## src/rtl/ps2_host_tx.sv

```systemverilog
// PS/2 host-to-device transmitter.
// Sends one command byte to the device over the shared open-drain clock/data
// pins: inhibit, request-to-send, ten device-clocked bits, then the device ACK.
// The device clock is glitch-filtered and only its filtered falling edges
// advance the frame. A watchdog aborts the frame if the device stops clocking.
//
// Handshake: tx_data is accepted on a cycle where tx_valid && tx_ready; the
// byte is latched on that edge and tx_ready drops the following cycle. A
// tx_valid without tx_ready is ignored, never queued. Each accepted byte ends
// with exactly one one-cycle pulse, tx_done (ACKed) or tx_err (timeout / no ACK).
module ps2_host_tx #(
  parameter int INHIBIT_CYCLES = 5000,   // must be >= 2
  parameter int TIMEOUT_CYCLES = 750000, // must be >= 1
  parameter int FILTER_LEN     = 16      // must be >= 2
) (
  input  logic       c50,
  input  logic       reset_all,
  input  logic       pc,
  input  logic       pd,
  output logic       pc_drive_low,
  output logic       pd_drive_low,
  input  logic [7:0] tx_data,
  input  logic       tx_valid,
  output logic       tx_ready,
  output logic       busy,
  output logic       tx_done,
  output logic       tx_err,
  output logic [2:0] dbg_state
);

  localparam int TW = $clog2(TIMEOUT_CYCLES + 1);
  localparam int IW = (INHIBIT_CYCLES > 2) ? $clog2(INHIBIT_CYCLES) : 1;

  localparam logic [TW-1:0] TIMER_MAX  = TW'(TIMEOUT_CYCLES);
  localparam logic [TW-1:0] TIMER_LAST = TW'(TIMEOUT_CYCLES - 1);
  localparam logic [IW-1:0] INH_LAST   = IW'(INHIBIT_CYCLES - 1);
  localparam logic [IW-1:0] INH_START  = IW'(INHIBIT_CYCLES - 2);

  typedef enum logic [2:0] {
    S_IDLE      = 3'd0,
    S_INHIBIT   = 3'd1,
    S_REQ       = 3'd2,
    S_DATA      = 3'd3,
    S_ACK       = 3'd4,
    S_WAIT_IDLE = 3'd5
  } state_t;

  // Glitch filter and synchronisers
  logic [FILTER_LEN-1:0] filt_q;
  logic [FILTER_LEN-1:0] filt_d;
  logic                  pcf_q;
  logic                  pcf_d;
  logic                  fall_q;
  logic                  pd_s1_q;
  logic                  pd_s2_q;

  // Transmit FSM registers
  state_t          state_q;
  logic [7:0]      data_q;
  logic            par_q;
  logic [3:0]      bit_q;
  logic [TW-1:0]   timer_q;
  logic [IW-1:0]   inh_q;
  logic            pc_low_q;
  logic            pd_low_q;
  logic            ready_q;
  logic            busy_q;
  logic            done_q;
  logic            err_q;

  logic            active;
  logic            tmo_hit;

  // Filtered clock level: follows pc only once FILTER_LEN samples agree
  always_comb begin
    filt_d = {filt_q[FILTER_LEN-2:0], pc};
    pcf_d  = pcf_q;
    if (&filt_q) begin
      pcf_d = 1'b1;
    end else if (~|filt_q) begin
      pcf_d = 1'b0;
    end
  end

  // Filter shift register, registered falling-edge strobe, pd synchroniser
  always_ff @(posedge c50 or negedge reset_all) begin
    if (!reset_all) begin
      filt_q  <= '1;
      pcf_q   <= 1'b1;
      fall_q  <= 1'b0;
      pd_s1_q <= 1'b1;
      pd_s2_q <= 1'b1;
    end else begin
      filt_q  <= filt_d;
      pcf_q   <= pcf_d;
      fall_q  <= pcf_q & ~pcf_d;
      pd_s1_q <= pd;
      pd_s2_q <= pd_s1_q;
    end
  end

  // Watchdog is armed in every state that waits on the device
  always_comb begin
    active  = (state_q == S_REQ) || (state_q == S_DATA) ||
              (state_q == S_ACK) || (state_q == S_WAIT_IDLE);
    // Firing when the incremented value would reach the limit places tx_err
    // exactly TIMEOUT_CYCLES cycles after the last clear.
    tmo_hit = active && !fall_q && (timer_q >= TIMER_LAST);
  end

  // Transmit sequencer with registered line drives and status outputs
  always_ff @(posedge c50 or negedge reset_all) begin
    if (!reset_all) begin
      state_q  <= S_IDLE;
      data_q   <= '0;
      par_q    <= 1'b0;
      bit_q    <= '0;
      timer_q  <= '0;
      inh_q    <= '0;
      pc_low_q <= 1'b0;
      pd_low_q <= 1'b0;
      ready_q  <= 1'b1;
      busy_q   <= 1'b0;
      done_q   <= 1'b0;
      err_q    <= 1'b0;
    end else begin
      done_q <= 1'b0;
      err_q  <= 1'b0;

      if (active) begin
        if (fall_q) begin
          timer_q <= '0;
        end else if (timer_q != TIMER_MAX) begin
          timer_q <= timer_q + TW'(1);
        end
      end

      if (tmo_hit && !(state_q == S_WAIT_IDLE && pcf_q && pd_s2_q)) begin
        pc_low_q <= 1'b0;
        pd_low_q <= 1'b0;
        err_q    <= 1'b1;
        ready_q  <= 1'b1;
        busy_q   <= 1'b0;
        state_q  <= S_IDLE;
      end else begin
        case (state_q)
          S_IDLE: begin
            if (tx_valid && ready_q) begin
              data_q   <= tx_data;
              par_q    <= ~^tx_data;
              inh_q    <= '0;
              bit_q    <= '0;
              timer_q  <= '0;
              pc_low_q <= 1'b1;
              ready_q  <= 1'b0;
              busy_q   <= 1'b1;
              state_q  <= S_INHIBIT;
            end
          end

          S_INHIBIT: begin
            inh_q <= inh_q + IW'(1);
            // Start bit goes out during the final inhibit cycle
            if (inh_q == INH_START) begin
              pd_low_q <= 1'b1;
            end
            if (inh_q == INH_LAST) begin
              pc_low_q <= 1'b0;
              timer_q  <= '0;
              state_q  <= S_REQ;
            end
          end

          S_REQ: begin
            if (fall_q) begin
              pd_low_q <= ~data_q[0];
              bit_q    <= 4'd1;
              state_q  <= S_DATA;
            end
          end

          S_DATA: begin
            // Data changes only the cycle after a fall, while clock is low
            if (fall_q) begin
              bit_q <= bit_q + 4'd1;
              if (bit_q <= 4'd7) begin
                pd_low_q <= ~data_q[bit_q[2:0]];
              end else if (bit_q == 4'd8) begin
                pd_low_q <= ~par_q;
              end else begin
                pd_low_q <= 1'b0;
                state_q  <= S_ACK;
              end
            end
          end

          S_ACK: begin
            if (fall_q) begin
              if (!pd_s2_q) begin
                state_q <= S_WAIT_IDLE;
              end else begin
                err_q   <= 1'b1;
                ready_q <= 1'b1;
                busy_q  <= 1'b0;
                state_q <= S_IDLE;
              end
            end
          end

          S_WAIT_IDLE: begin
            if (pcf_q && pd_s2_q) begin
              done_q  <= 1'b1;
              ready_q <= 1'b1;
              busy_q  <= 1'b0;
              state_q <= S_IDLE;
            end
          end

          default: begin
            pc_low_q <= 1'b0;
            pd_low_q <= 1'b0;
            ready_q  <= 1'b1;
            busy_q   <= 1'b0;
            state_q  <= S_IDLE;
          end
        endcase
      end
    end
  end

  assign pc_drive_low = pc_low_q;
  assign pd_drive_low = pd_low_q;
  assign tx_ready     = ready_q;
  assign busy         = busy_q;
  assign tx_done      = done_q;
  assign tx_err       = err_q;
  assign dbg_state    = state_q;

endmodule

```

## config.mk

```make
export PLATFORM = sky130hd
export DESIGN_NAME = ps2_host_tx
export DESIGN_NICKNAME = d
export VERILOG_FILES = /design/src/rtl/ps2_host_tx.sv
export SDC_FILE = /design/constraint.sdc
export NUM_CORES = 1
export LEC_CHECK = 0
export ABC_AREA = 0
export ABC_CLOCK_PERIOD_IN_PS = 1840
export CAP_MARGIN = 20
export CORE_MARGIN = 2
export CORE_UTILIZATION = 35
export DETAILED_ROUTE_END_ITERATION = 10
export SKIP_CTS_REPAIR_TIMING = 1
export SLEW_MARGIN = 0
export SYNTH_ARGS = -nofsm -noshare
export SYNTH_HDL_FRONTEND = slang
export SYNTH_SLANG_ARGS = --single-unit
```

## constraint.sdc

```tcl
create_clock -name c50 -period 1.84 [get_ports c50]
set_input_delay 0.368 -clock c50 [delete_from_list [all_inputs] [get_ports c50]]
set_output_delay 0.368 -clock c50 [all_outputs]
set_load 0.05 [all_outputs]
```

Word level (Yosys, flattened, before mapping)
Index checks and enable logic that the tools add are counted.

word-level totals
  flip-flop bits (word level) = 75
  output and inout port bits = 9

cells by class
  add/sub/neg operators = 3
  magnitude comparators = 3
  eq/ne operators = 25
  multiplexer cells = 57
  bitwise logic cells = 6
  reductions and logical operators = 28

operator list
  kind                   number
  $mux 20                6
  $pmux 20 s2            1
  $mux 3                 10
  $mux 1                 28
  $eq 13x13->1 const B   2
  $pmux 13 s2            1
  $add 20x1->20 const B  1
  $ge 20x20->1 const B   1
  $ne 20x20->1 const B   1
  $pmux 3 s6             1
  $reduce_and 16->1      1
  $reduce_or 16->1       1
  $ne 3x3->1 const B     5
  $add 13x1->13 const B  1
  $mux 13                1
  $mux 4                 3
  $ne 3x2->1 const B     4
  $pmux 1 s4             3
  $pmux 4 s3             1
  $reduce_and 5->1       2
  $reduce_and 3->1       3
  $reduce_and 8->1       1
  $reduce_xnor 8->1      1
  $logic_and 1x1->1      7
  other kinds (22)       36

Logic depth before layout (Yosys ltp)
  depth in word-level cells = 9
  mapped depth = 8
  gate-level depth less buffers = 7

Least setup slack after synthesis
OpenSTA, ideal clock, no wires.

  path type = register -> register
  start point = reg state_q[1] (netlist: dbg_state[1])
  end point = reg busy_q (netlist: busy)
  library setup time = 118 ps
  arrival time = 1904 ps
  required time = 1722 ps
  setup slack = -183 ps
  cell stages (with the launch flop) = 7
  path buffers = 1
  clock period less this slack = 2023 ps
  cells stage by stage = dfrtp_1 -> buf_2 -> nor2b_2 -> a21oi_1 -> a2111oi_4 -> a21oi_1 -> a21o_1

between the ends
  longest elaborated chain between the ends = 9
  elaborated cells between the ends (all ways) = 24
  those cells by class = 10 x eq/ne; 2 x mux; 12 x reduce/logical

RTL lines
  item                                          RTL line  RTL
  from (decl)                                   58        state_t state_q;
  from (signal assigned)                        114       state_q <= S_IDLE;
  from (signal assigned)                        144       state_q <= S_IDLE;
  from (signal assigned)                        157       state_q <= S_INHIBIT;
  $eq 3x2->1                                    104, 146
  $logic_or 1x1->1 (2 in a row)                 104       active = (state_q == S_REQ) || (state_q == S_DATA) ||
  $logic_or 1x1->1                              105       (state_q == S_ACK) || (state_q == S_WAIT_IDLE);
  $logic_and 1x1->1 (2 in a row)                108       tmo_hit = active && !fall_q && (timer_q >= TIMER_LAST);
  $logic_and 1x1->1                             138       if (tmo_hit && !(state_q == S_WAIT_IDLE && pcf_q && pd_s2_q)) begin
  $ne 3x2->1 (no line) (tied with other cells)  -
  $reduce_and 5->1 (no line)                    -
  to (signal assigned)                          123       busy_q <= 1'b0;
  to (signal assigned)                          143       busy_q <= 1'b0;
  to (signal assigned)                          156       busy_q <= 1'b1;
  to (decl)                                     67        logic busy_q;

Parallel ways exist; a longest one is shown, timed or not.
A chain may end at the register's enable or synchronous reset.

Worst setup path in the final report
  start point = reg timer_q[0]
  end point = reg timer_q[3]

between the ends
  longest elaborated chain between the ends = 7
  elaborated cells between the ends (all ways) = 12
  those cells by class = 1 x add/sub; 1 x order compare; 1 x eq/ne; 7 x mux; 2 x reduce/logical

RTL lines
  item                                                  RTL line  RTL
  from (decl)                                           62        logic [TW-1:0] timer_q;
  from (signal assigned)                                134       timer_q <= timer_q + TW'(1);
  $add 20x1->20 / $ne 20x20->1 (equally long branches)  134, 133
  $mux 20                                               133       end else if (timer_q != TIMER_MAX) begin
  $mux 20                                               131       if (fall_q) begin
  $mux 20                                               130       if (active) begin
  $mux 20 (on tied branches)                            167, 148
  $pmux 20 s2                                           146       case (state_q)
  $mux 20 *                                             138

Every way passes the cells marked *; elsewhere a longest branch is shown, timed or not.

==> impl_metrics.csv <==
group,metric,value,unit
outcome,status,"finished, final reports clean",
worst_setup_path,cp.required,2.12,ns
yosys,yosys.area.top_type_share,36.68,%
final_layout,area_delta_synth_final,27.14,%
yosys,synth-seq-area-share,50.68,%
worst_setup_path,crit_slowest_cell,"or3_2",
worst_setup_path,r2r_end,"timer_q[3]$_DFF_PN0_",
hold_path,hold_class,"reg -> reg",
floorplan,die_h,107.5,um
placed_design,place_hpwl,5.913,mm
timing,timing.final.ws_setup,0.002441,ns
final_layout,layout.nets,444,
worst_setup_path,regToRegStartpoint,"timer_q[0]$_DFF_PN0_",
clock_tree,clockBufferDepth,2,
yosys,syn_inst,362,
floorplan,start_util,36.18,%
timing,rsz0062_at_grt,"yes",
timing,worst_pin_slew,0.5523,ns
clock_tree,insertion_delay,0.35,ns
worst_setup_path,reg2regPathDepth,8,
final_layout,diodes,0,
worst_setup_path,crit_chain,"inv_1 > ha_1 > or4b_4 > nor3_2 > a21o_1 > buf_12 > or3_2 > a21oi_2",
grt,grt_pass1_wl,13.81,mm
timing,timing.final.crit_share,99.87,%
floorplan,fp.dieArea,11560,sq um
yosys,yosys.area_share.simple,22.44,%
yosys,synthMuxAreaShare,4.168,%
drt,drt_pass1_iterations,5,
yosys,synth_compound_area_share,10.70,%
yosys,syn_area_per_cell,10.37,sq um
final_layout,fin_cells,566,
drt,drt_iter0_markers,112,
final_layout,postLayoutCellArea,4771,sq um
drt,detail_route.vias_per_cell,5.182,
timing,hold_viol_final,0,
timing,finalSetupViolCount,0,
pwr,ir_drop,1089,uV
yosys,syn_area,3752,sq um
placed_design,io_buffer_count,21,
placed_design,dp_cells,548,
clock_tree,clock_sinks,75,
hold_path,min_to,"pd_s2_q$_DFF_PN1_",
worst_setup_path,cp_max_fo,11,
clock_tree,root_buffer,"clkbuf_8",
clock_tree,clk_pin_slew,0.08,ns
pwr,p_per_area,1261,nW/um^2
drt,dr_total_vias,2933,
placed_design,preCtsSetupSlack,-0.1076,ns
worst_setup_path,endpoint_kind,"flip-flop",
drt,drcViolationCount,0,
timing,period_needed,1.838,ns
hold_path,min_path_cells,0,
clock_tree,cts_tree,"yes",
worst_setup_path,cpPeakStageDelay,0.46,ns
yosys,postSynth.asyncResetShare,100.0,%
final_layout,drive_above_1_share,32.56,%
worst_setup_path,worstSetupStartpointType,"flip-flop",
yosys,netlist_top_cells_count,"dfrtp_1, nor2_1, nand2_1",
yosys,synth.top_cells.by_area,"dfrtp_1, dfstp_2, nor2_1",
timing,drv_slew,0,
yosys,synth_xor_area_share,7.002,%
grt,grt_pass1_vias,2912,
job,drv_cap,0,
timing,fmax,544.2,MHz
worst_setup_path,r2r_setup_slack,0.002,ns
placed_design,gp_congestion,0.8644,
floorplan,core-area,10370,sq um
yosys,ys_warn_count,0,
grt,grt_max_degree,36,
placed_design,postPlaceCellArea,4395,sq um
worst_setup_path,crit_arrival,2.12,ns
yosys,synth_fa_ha_area_share,2.001,%
grt,grt_overflow,0,
yosys,yosys.area.top_type,"dfrtp_1",
clock_tree,cts_buffers,9,
clock_tree,htreeDepth,3,
worst_setup_path,crit_type,"reg -> reg",
floorplan,fp.dieW,107.5,um
timing,worst_clock_skew,0.006311,ns
grt,antenna_found_initial,0,
grt,grt.total_usage,15.12,%
floorplan,io_pins,22,
floorplan,row_count,37,
yosys,synth_ff_type,"dfrtp_1",
drt,wl_per_cell,14.78,um
drt,ant_nets,0,
timing,max-slew-margin-rel,63.18,%
hold_path,min-delay-start,"pd_s1_q$_DFF_PN1_",
drt,finalWirelength,8.368,mm
yosys,synth_top_family_by_area,"simple AND/OR/NAND/NOR gates",
yosys,synth_nets,381,
yosys,yosysMostFrequentCell,"dfrtp_1",
pwr,leakage,2.002,nW
yosys,synth_cell_type_count,59,
yosys,synth_edf_count,0,
yosys,ys_ff_latch,75,
routing by layer:
metal	global-route usage, %	vias to the layer above	share of wire [%]
li1	-	1418	-
met1	20.06	1446	46
met2	24.75	63	49
met3	3.329	6	3.9
met4	4.487	0	0.67
met5	0	-	0
layout make-up:
| class | count | area [sq um] |
|---|---|---|
| fillers | 987 | 5599 |
| repair buffers | 63 | 544.3 |
| clock buffers | 12 | 145.1 |
| clock inverters | 4 | 73.82 |
| inverters | 13 | 48.80 |
| flip-flops and latches | 75 | 1907 |
| well taps | 136 | 170.2 |
| multi-input cells | 263 | 1882 |
state kept, by name, summed over array words and instances, names as in the netlist, 3 cells and up:
name,cells
dbg_state,3
timer_q,20
inh_q,13
filt_q,16
data_q,8
bit_q,4
through the flow:
| stage | util [%] | setup TNS, ns | hold WS (ns) | power [mW] |
|---|---|---|---|---|
| after global routing | 46.01 | -0.6090 | 0.3721 | 6.414 |
| after global placement | 42.39 | -1.176 | 0.3466 | 4.407 |
| after CTS | 44.50 | -0.5318 | -0.02059 | 5.877 |
| after floorplan | - | -0.006578 | 0.07241 | 3.680 |
| after detailed placement | 42.39 | -1.570 | 0.3468 | 4.446 |
| final | 46.01 | 0 | 0.3589 | 6.015 |
cells in the final DEF, fill, tap and decap left out, types with 8 or more instances in the layout:
master and instances:
xnor2_1 13, o21ai_0 16, nand2_1 23, a21oi_1 12, nand4_1 16, clkdlybuf4s50_1 11, inv_1 13, dfstp_2 20
clkbuf_8 10, buf_4 47, nor2_1 39, nand3_1 16, dfrtp_1 51, xor2_1 16, a21oi_2 8
power by group:
part | internal (mW) | switching [mW] | leakage [nW]
combinational | 1.07 | 1.29 | 0.956
sequential | 1.97 | 0.285 | 0.935
clock | 0.803 | 0.604 | 0.111
worst max-delay path: cells and delay by family (launching register included):
| kind | cells | cell delay [ns] |
|---|---|---|
| flip-flops | 1 | 0.35 |
| buffers and inverters | 2 | 0.20 |
| AND/OR/NAND/NOR | 3 | 0.70 |
| AO/OA/AOI/OAI | 2 | 0.34 |
| adder cells (fa/ha/maj) | 1 | 0.19 |
kinds of logic after synthesis:
family          Yosys count
compound gates           61
flops                    75
buf+inv                  24
xor+xnor                 30
simple gates            154
mux                      12
fa+ha+maj                 6
worst max-delay path by stage:
stage                        startpoint                     to  slack (ns)  depth (start not counted)
2_1_floorplan  dbg_state[2]$_DFFE_PN0P_   bit_q[3]$_DFFE_PN0P_      -0.007                          6
3_3_place_gp                   tx_valid  inh_q[12]$_DFFE_PN0P_       -0.09                          6
3_5_place_dp                   tx_valid   inh_q[8]$_DFFE_PN0P_       -0.11                          6
4_1_cts            timer_q[0]$_DFF_PN0_  timer_q[14]$_DFF_PN0_       -0.12                          8
5_1_grt            timer_q[0]$_DFF_PN0_   timer_q[3]$_DFF_PN0_       -0.07                          8
6_report           timer_q[0]$_DFF_PN0_   timer_q[3]$_DFF_PN0_       0.002                          8
Note: power is estimated with default switching activity, not from simulation.
==> RTL change (same settings) <==
Change the parameter `TIMEOUT_CYCLES` from 750000 to 3000000.
--- a/src/rtl/ps2_host_tx.sv
+++ b/src/rtl/ps2_host_tx.sv
@@ -11,5 +11,5 @@
 module ps2_host_tx #(
   parameter int INHIBIT_CYCLES = 5000,   // must be >= 2
-  parameter int TIMEOUT_CYCLES = 750000, // must be >= 1
+  parameter int TIMEOUT_CYCLES = 3000000, // must be >= 1
   parameter int FILTER_LEN     = 16      // must be >= 2
 ) (
Formal check against the unedited RTL: same outputs for any inputs over 10 cycles, from zero or initial values and one cycle with reset_all low; that may be too few to reach the edited logic, so the function may still have changed.
==> RTL change against the unedited design <==
- the run now ends with negative setup slack left
- sequential cell count is 2 higher
- area after synthesis is 2.9% higher
- first-iteration DRC count is 41% higher
- die area is 2.8% higher
- wire length is 14% higher
- synthesized cell count is 11% higher
- core utilization is 2.9 points higher
- global-route usage is 1.5 points higher
- final area is 11% higher
- total power is 17% higher
- worst setup slack worse by 0.12 ns
==> RTL change: results <==
metrics = {
    "placement": {
        "dp.cells": 619,
        "place_hpwl_um": 6680,
        "placed_cell_area_um2": 4790,
        "pre_cts_ws_ns": -0.310,
        "gp_congestion": 0.868,
    },
    "drt": {
        "route.met3.wl_um": 331,
        "wl_met1_um": 4380,
        "wl_per_cell_um": 14.9,
        "first_iter_violations": 158,
        "first_pass_iters": 4,
        "route.met2.wl_um": 4690,
        "drt_wl_total_um": 9560,
        "viasPerCell": 5.16,
    },
    "setup_path": {
        "worstPathMaxFanout": 6,
    },
    "timing": {
        "slew_headroom_pct": 72.1,
        "setup_slack_ns": -0.114,
        "tns_ns": -1.36,
        "setup_viol": 22,
    },
    "synth": {
        "seq_area_frac_synth_pct": 50.6,
        "synthXorXnorAreaFrac_pct": 6.81,
        "synth_area_leaders": "dfrtp_1 37%, dfstp_2 14%, nand2_1 4.9%",
        "synth_nets": 422,
        "synth_compound_area_share_pct": 9.34,
        "muxShareOfSynthArea_pct": 2.27,
        "synth_cell_types": 54,
        "synth.avg_cell_area_um2": 9.58,
    },
    "layout": {
        "fill_cells": 1017,
        "top_regs": "timer_q x22, filt_q x16, inh_q x13",
        "layout-drive-gt1-share_pct": 36.8,
    },
    "run_status": {
        "failed_checks": "negative setup slack",
        "status": "complete, but fails checks",
    },
    "global_routing": {
        "grt.total_usage_pct": 16.6,
        "grt_use_met1_pct": 22.3,
        "grt_max_degree": 29,
        "grt_util_met3_pct": 3.83,
        "grt_pass1_wl_um": 15300,
        "grtUsageMet2_pct": 26.2,
    },
    "pwr": {
        "leakage_nw": 2.23,
        "peakVddDrop_v": 0.000949,
    },
}
RTL change: cell count changes in the layout (fill, tap and decap cells not counted), moves of 7 or more:
cell / unedited run / this run
buf_4: 47 / 76
nand2_1: 23 / 50
nor2_1: 39 / 22
nand3_1: 16 / 29
nor2_4: 0 / 9
nor2_2: 0 / 7
RTL change: path summary, 6_finish.rpt:
check / startpoint / end / slack, ns / cells past startpoint
worst max-delay path: timer_q[0] / timer_q[11] / -0.11 / 7
worst min-delay path: pd_s1_q / pd_s2_q / 0.37 / 0
worst max register to register: timer_q[0] / timer_q[11] / -0.11 / 7
worst min register to register: pd_s1_q / pd_s2_q / 0.37 / 0
max in group asynchronous: reset_all / tx_ready / 0.81 / 3
min in group asynchronous: reset_all / timer_q[5] / 0.47 / 2
RTL change: cell type report:
type	count	area share [%]
clock buffers	9	2.35
clock inverters	7	1.52
inverters	15	1.07
multi-input cells	293	37.9
flip-flops and latches	77	37.0
well taps	140	3.32
repair buffers	99	16.8
RTL change: logic make-up (layout without fill, tap and decap cells):
kind of cell               count (synthesis)  count (layout)
AOI/OAI and AO/OA                         58              58
xor gates and xnor gates                  30              30
adders and majority gates                  6               6
buffers and inverters                     33             130
DFF                                       77              77
muxes                                      6               6
and+or+nand+nor                          193             193
RTL change: critical path: stages, from the launching register on:
cell and delay, ns:
dfrtp_1 0.38, inv_1 0.07, ha_1 0.22, and4b_1 0.21
and3_4 0.18, buf_4 0.16, or4_1 0.50, a21oi_2 0.15
RTL change: power by group:
part           internal, mW  leakage, nW  total (mW)  switching [mW]
registers              2.06        0.961        2.37           0.311
clock network         0.645        0.102        1.34           0.698
logic                  1.57         1.17        3.34            1.78
total                  4.27         2.23        7.05            2.78
